<file path="config.mk">
export PLATFORM = sky130hd
export DESIGN_NAME = static_segment_register
export DESIGN_NICKNAME = d
export VERILOG_FILES = /design/src/rtl/static_segment_register.sv
export SDC_FILE = /design/constraint.sdc
export NUM_CORES = 1
export LEC_CHECK = 0
export CORE_MARGIN = 2
export CORE_UTILIZATION = 42
export DETAILED_ROUTE_END_ITERATION = 10
export MAX_ROUTING_LAYER = met4
export PLACE_DENSITY = 0.89
export SYNTH_ARGS = -nofsm -noshare
export SYNTH_HDL_FRONTEND = slang
export SYNTH_SLANG_ARGS = --single-unit
</file>
<file path="constraint.sdc">
create_clock -name clk -period 2.99 [get_ports clk]
set_input_delay 0.299 -clock clk [delete_from_list [all_inputs] [get_ports clk]]
set_output_delay 0.299 -clock clk [all_outputs]
set_load 0.01 [all_outputs]
</file>
<file path="src/rtl/static_segment_register.sv">
// Static segment base register (SSR) with sticky loaded flag and change pulse.
// Optional shadow/restore slot is enabled by defining SSR_SHADOW_EN.
module static_segment_register #(
  parameter int unsigned          WIDTH       = 16,
  parameter logic [WIDTH-1:0]     RESET_VALUE = {WIDTH{1'b0}}
) (
  input  logic             clk,
  input  logic             reset,
  input  logic             load_ssr,
  input  logic [WIDTH-1:0] ssr_data_in,
`ifdef SSR_SHADOW_EN
  input  logic             ssr_restore,
  output logic [WIDTH-1:0] ssr_prev_out,
`endif
  output logic [WIDTH-1:0] ssr_data_out,
  output logic             ssr_loaded,
  output logic             ssr_update
);

  logic [WIDTH-1:0] data_q;
  logic [WIDTH-1:0] data_d;
  logic             loaded_q;
  logic             loaded_d;
  logic             update_q;
  logic             update_d;

`ifdef SSR_SHADOW_EN
  logic [WIDTH-1:0] shadow_q;
  logic [WIDTH-1:0] shadow_d;
`endif

  // The data compare is only evaluated under a load, so ssr_data_in may be X while idle.
  always_comb begin
    data_d   = data_q;
    loaded_d = loaded_q;
    update_d = 1'b0;
`ifdef SSR_SHADOW_EN
    shadow_d = shadow_q;
`endif
    if (load_ssr) begin
      data_d   = ssr_data_in;
      loaded_d = 1'b1;
      update_d = (ssr_data_in != data_q);
`ifdef SSR_SHADOW_EN
      shadow_d = data_q;
    end else if (ssr_restore) begin
      data_d   = shadow_q;
      shadow_d = data_q;
      update_d = (shadow_q != data_q);
`endif
    end
  end

  always_ff @(posedge clk or posedge reset) begin
    if (reset) begin
      data_q   <= RESET_VALUE;
      loaded_q <= 1'b0;
      update_q <= 1'b0;
    end else begin
      data_q   <= data_d;
      loaded_q <= loaded_d;
      update_q <= update_d;
    end
  end

`ifdef SSR_SHADOW_EN
  always_ff @(posedge clk or posedge reset) begin
    if (reset) begin
      shadow_q <= RESET_VALUE;
    end else begin
      shadow_q <= shadow_d;
    end
  end

  assign ssr_prev_out = shadow_q;
`endif

  assign ssr_data_out = data_q;
  assign ssr_loaded   = loaded_q;
  assign ssr_update   = update_q;

endmodule

</file>
==> metrics <==
status complete, no violations; Crit path max-delay family buffers and inverters; commonest non-fill, non-tap cells in the layout clkdlybuf4s50_1 (36), dfrtp_1 (18), mux2_2 (16); unrepaired setup endpoints after global routing false; drt wl/cell 13.2 µm; Area contributors post-synth dfrtp_1 (54%), mux2_2 (22%), xnor2_1 (16%), nand4_1 (3.0%), xnor2_2 (1.9%); Area Growth Syn to Fin 49.9%; Mean Syn Cell Area 14.2 µm²; Worst Path Max Fanout 3; First DRT Iteration DRCs 0; setup TNS 0 ns; WP data required 2.69 ns; CTS tree done; r2r worst-path depth 3; mapped cell area 837 µm²; grt ovf 0; share of post-route cells with drive strength above 1 22.7%; Max Fclk 640 MHz; Buffers on Ports 36; Critical path destination ssr_data_out[15]; initial antenna violation count 0; clock root cell clkbuf_4; R2R Path Start ssr_data_out[6]; crit path DAT 1.26 ns; vias in the first global route 589; Cell Rows 16; PD cells 467 mW/mm²; nets@finish 117; Setup crit start ssr_data_out[15]; critical path class reg2out; #FFs+latches synth 18; Final setup viols 0; starting density of the core 43.6%; Worst Hold Class in2async; CP max stage cell clkdlybuf4s50_1; Synth top area share 53.8%; critical path depth in cells 1; slew margin rel. 48.7%; core area 0.00192 mm²; Synth warnings 0; Slew @ Worst Pin 0.768 ns; clk_lat worst skew 0.29 ns; Ports 37; Critical Path End Type primary output; Leak 0.000481 µW; post-route antenna net violation count 0; CTS Hold Buffers Added 0; global-route wire length before repair 2.86 mm; largest net degree at the start of global routing 19; sequential cell area fraction in the yosys report 53.8%; Final period util 52.3%; diode count 0; drt first pass iters 1; GRT Resource Usage Total 16.6%; vias per cell 4.72; CTS Buf Count 3; RD Place Congestion 0.692; post-CTS setup buffer count 0; Cell Chain, Critical Path clkdlybuf4s50_1; cell count after synthesis 59; startpoint types flop; FF-to-FF setup slack 1.74 ns; final hold viol count 0; vias 585; die area 0.00237 mm²; Worst-path clk slew 0.10 ns; post-CTS resize count 0; Remaining DRCs 0; clk_skew 0.00538 ns; Unique masters post-synth 10; hold_ws 0.390 ns; Die Ht 48.6 µm; CP max stage delay 0.56 ns; die width 48.6 µm; commonest non-fill, non-tap cell in the layout clkdlybuf4s50_1; Crit path buffers/inverters 1; Final Max Slew Viols 0; Tmin final 1.56 ns; H-tree levels 1; R2R Path End ssr_update; Synth area leader dfrtp_1; Max IR drop VDD 0.000256 V; TritonCTS sink count 18; Net Count, Synth 78; Post-Route WL 1.64 mm; Max clock buf depth 2; Max-Cap Viols 0
[where the power goes]
part	total (µW)	leakage [µW]	switching (µW)	internal, µW
Clock	149	0.0000210	74.5	74.1
Sequential	286	0.000207	20.1	266
Combinational	152	0.000253	51.7	100
Total	586	0.000481	146	440
[kinds of logic after synthesis]
| family | synth area share, % |
|---|---|
| and+or+nand+nor | 3.74 |
| AOI/OAI and AO/OA | 1.35 |
| buffers and inverters | 1.94 |
| DFF | 53.8 |
| xor gates and xnor gates | 17.6 |
| muxes | 21.5 |
[layout make-up]
class | count | area, µm²
tap | 27 | 33.8
timing repair buffer | 36 | 360
sequential | 18 | 450
fill | 151 | 667
multi-input combinational | 38 | 370
inverter | 1 | 3.75
clock buffer | 4 | 36.3
[how the worst min path moves through the flow]
stage / from / to / slack, ns / depth (start not counted)
4_1_cts: reset / ssr_data_out[10] / 0.42 / 2
6_report: reset / ssr_data_out[8] / 0.39 / 2
3_5_place_dp: ssr_loaded / ssr_loaded / 0.46 / 1
5_1_grt: reset / ssr_data_out[15] / 0.48 / 2
2_1_floorplan: reset / ssr_data_out[0] / 0.24 / 1
3_3_place_gp: ssr_loaded / ssr_loaded / 0.45 / 1
[synthesized netlist by cell type]
library cell  instances
or2_2                 1
xnor2_1              15
o41a_1                1
dfrtp_1              18
xnor2_2               1
buf_4                 1
nand4_1               4
inv_1                 1
buf_2                 1
mux2_2               16
[sequential cells by signal (all words and copies together), names as in the netlist]
register,count
ssr_data_out,16
ssr_loaded,1
ssr_update,1
[metrics by stage]
step | utilization (%) | total power (µW) | cell area (µm²) | worst slack [ns] | instances
after floorplan | - | 362 | 837 | 1.80 | 59
after global placement | 63.4 | 441 | 1220 | 1.18 | 120
after detailed placement | 63.4 | 444 | 1220 | 1.17 | 120
after CTS | 65.3 | 595 | 1250 | 1.41 | 124
after global routing | 65.3 | 617 | 1250 | 1.38 | 124
final | 65.3 | 586 | 1250 | 1.43 | 124
[per-layer routing]
metal  track usage, %  up-vias  wire length [µm]
met5                -        -                 0
met2             25.1       26               756
met3             5.25        2               123
met4             8.57        0                 9
li1                 -      281                 -
met1             19.8      276               745
(Power assumes the default switching activity.)
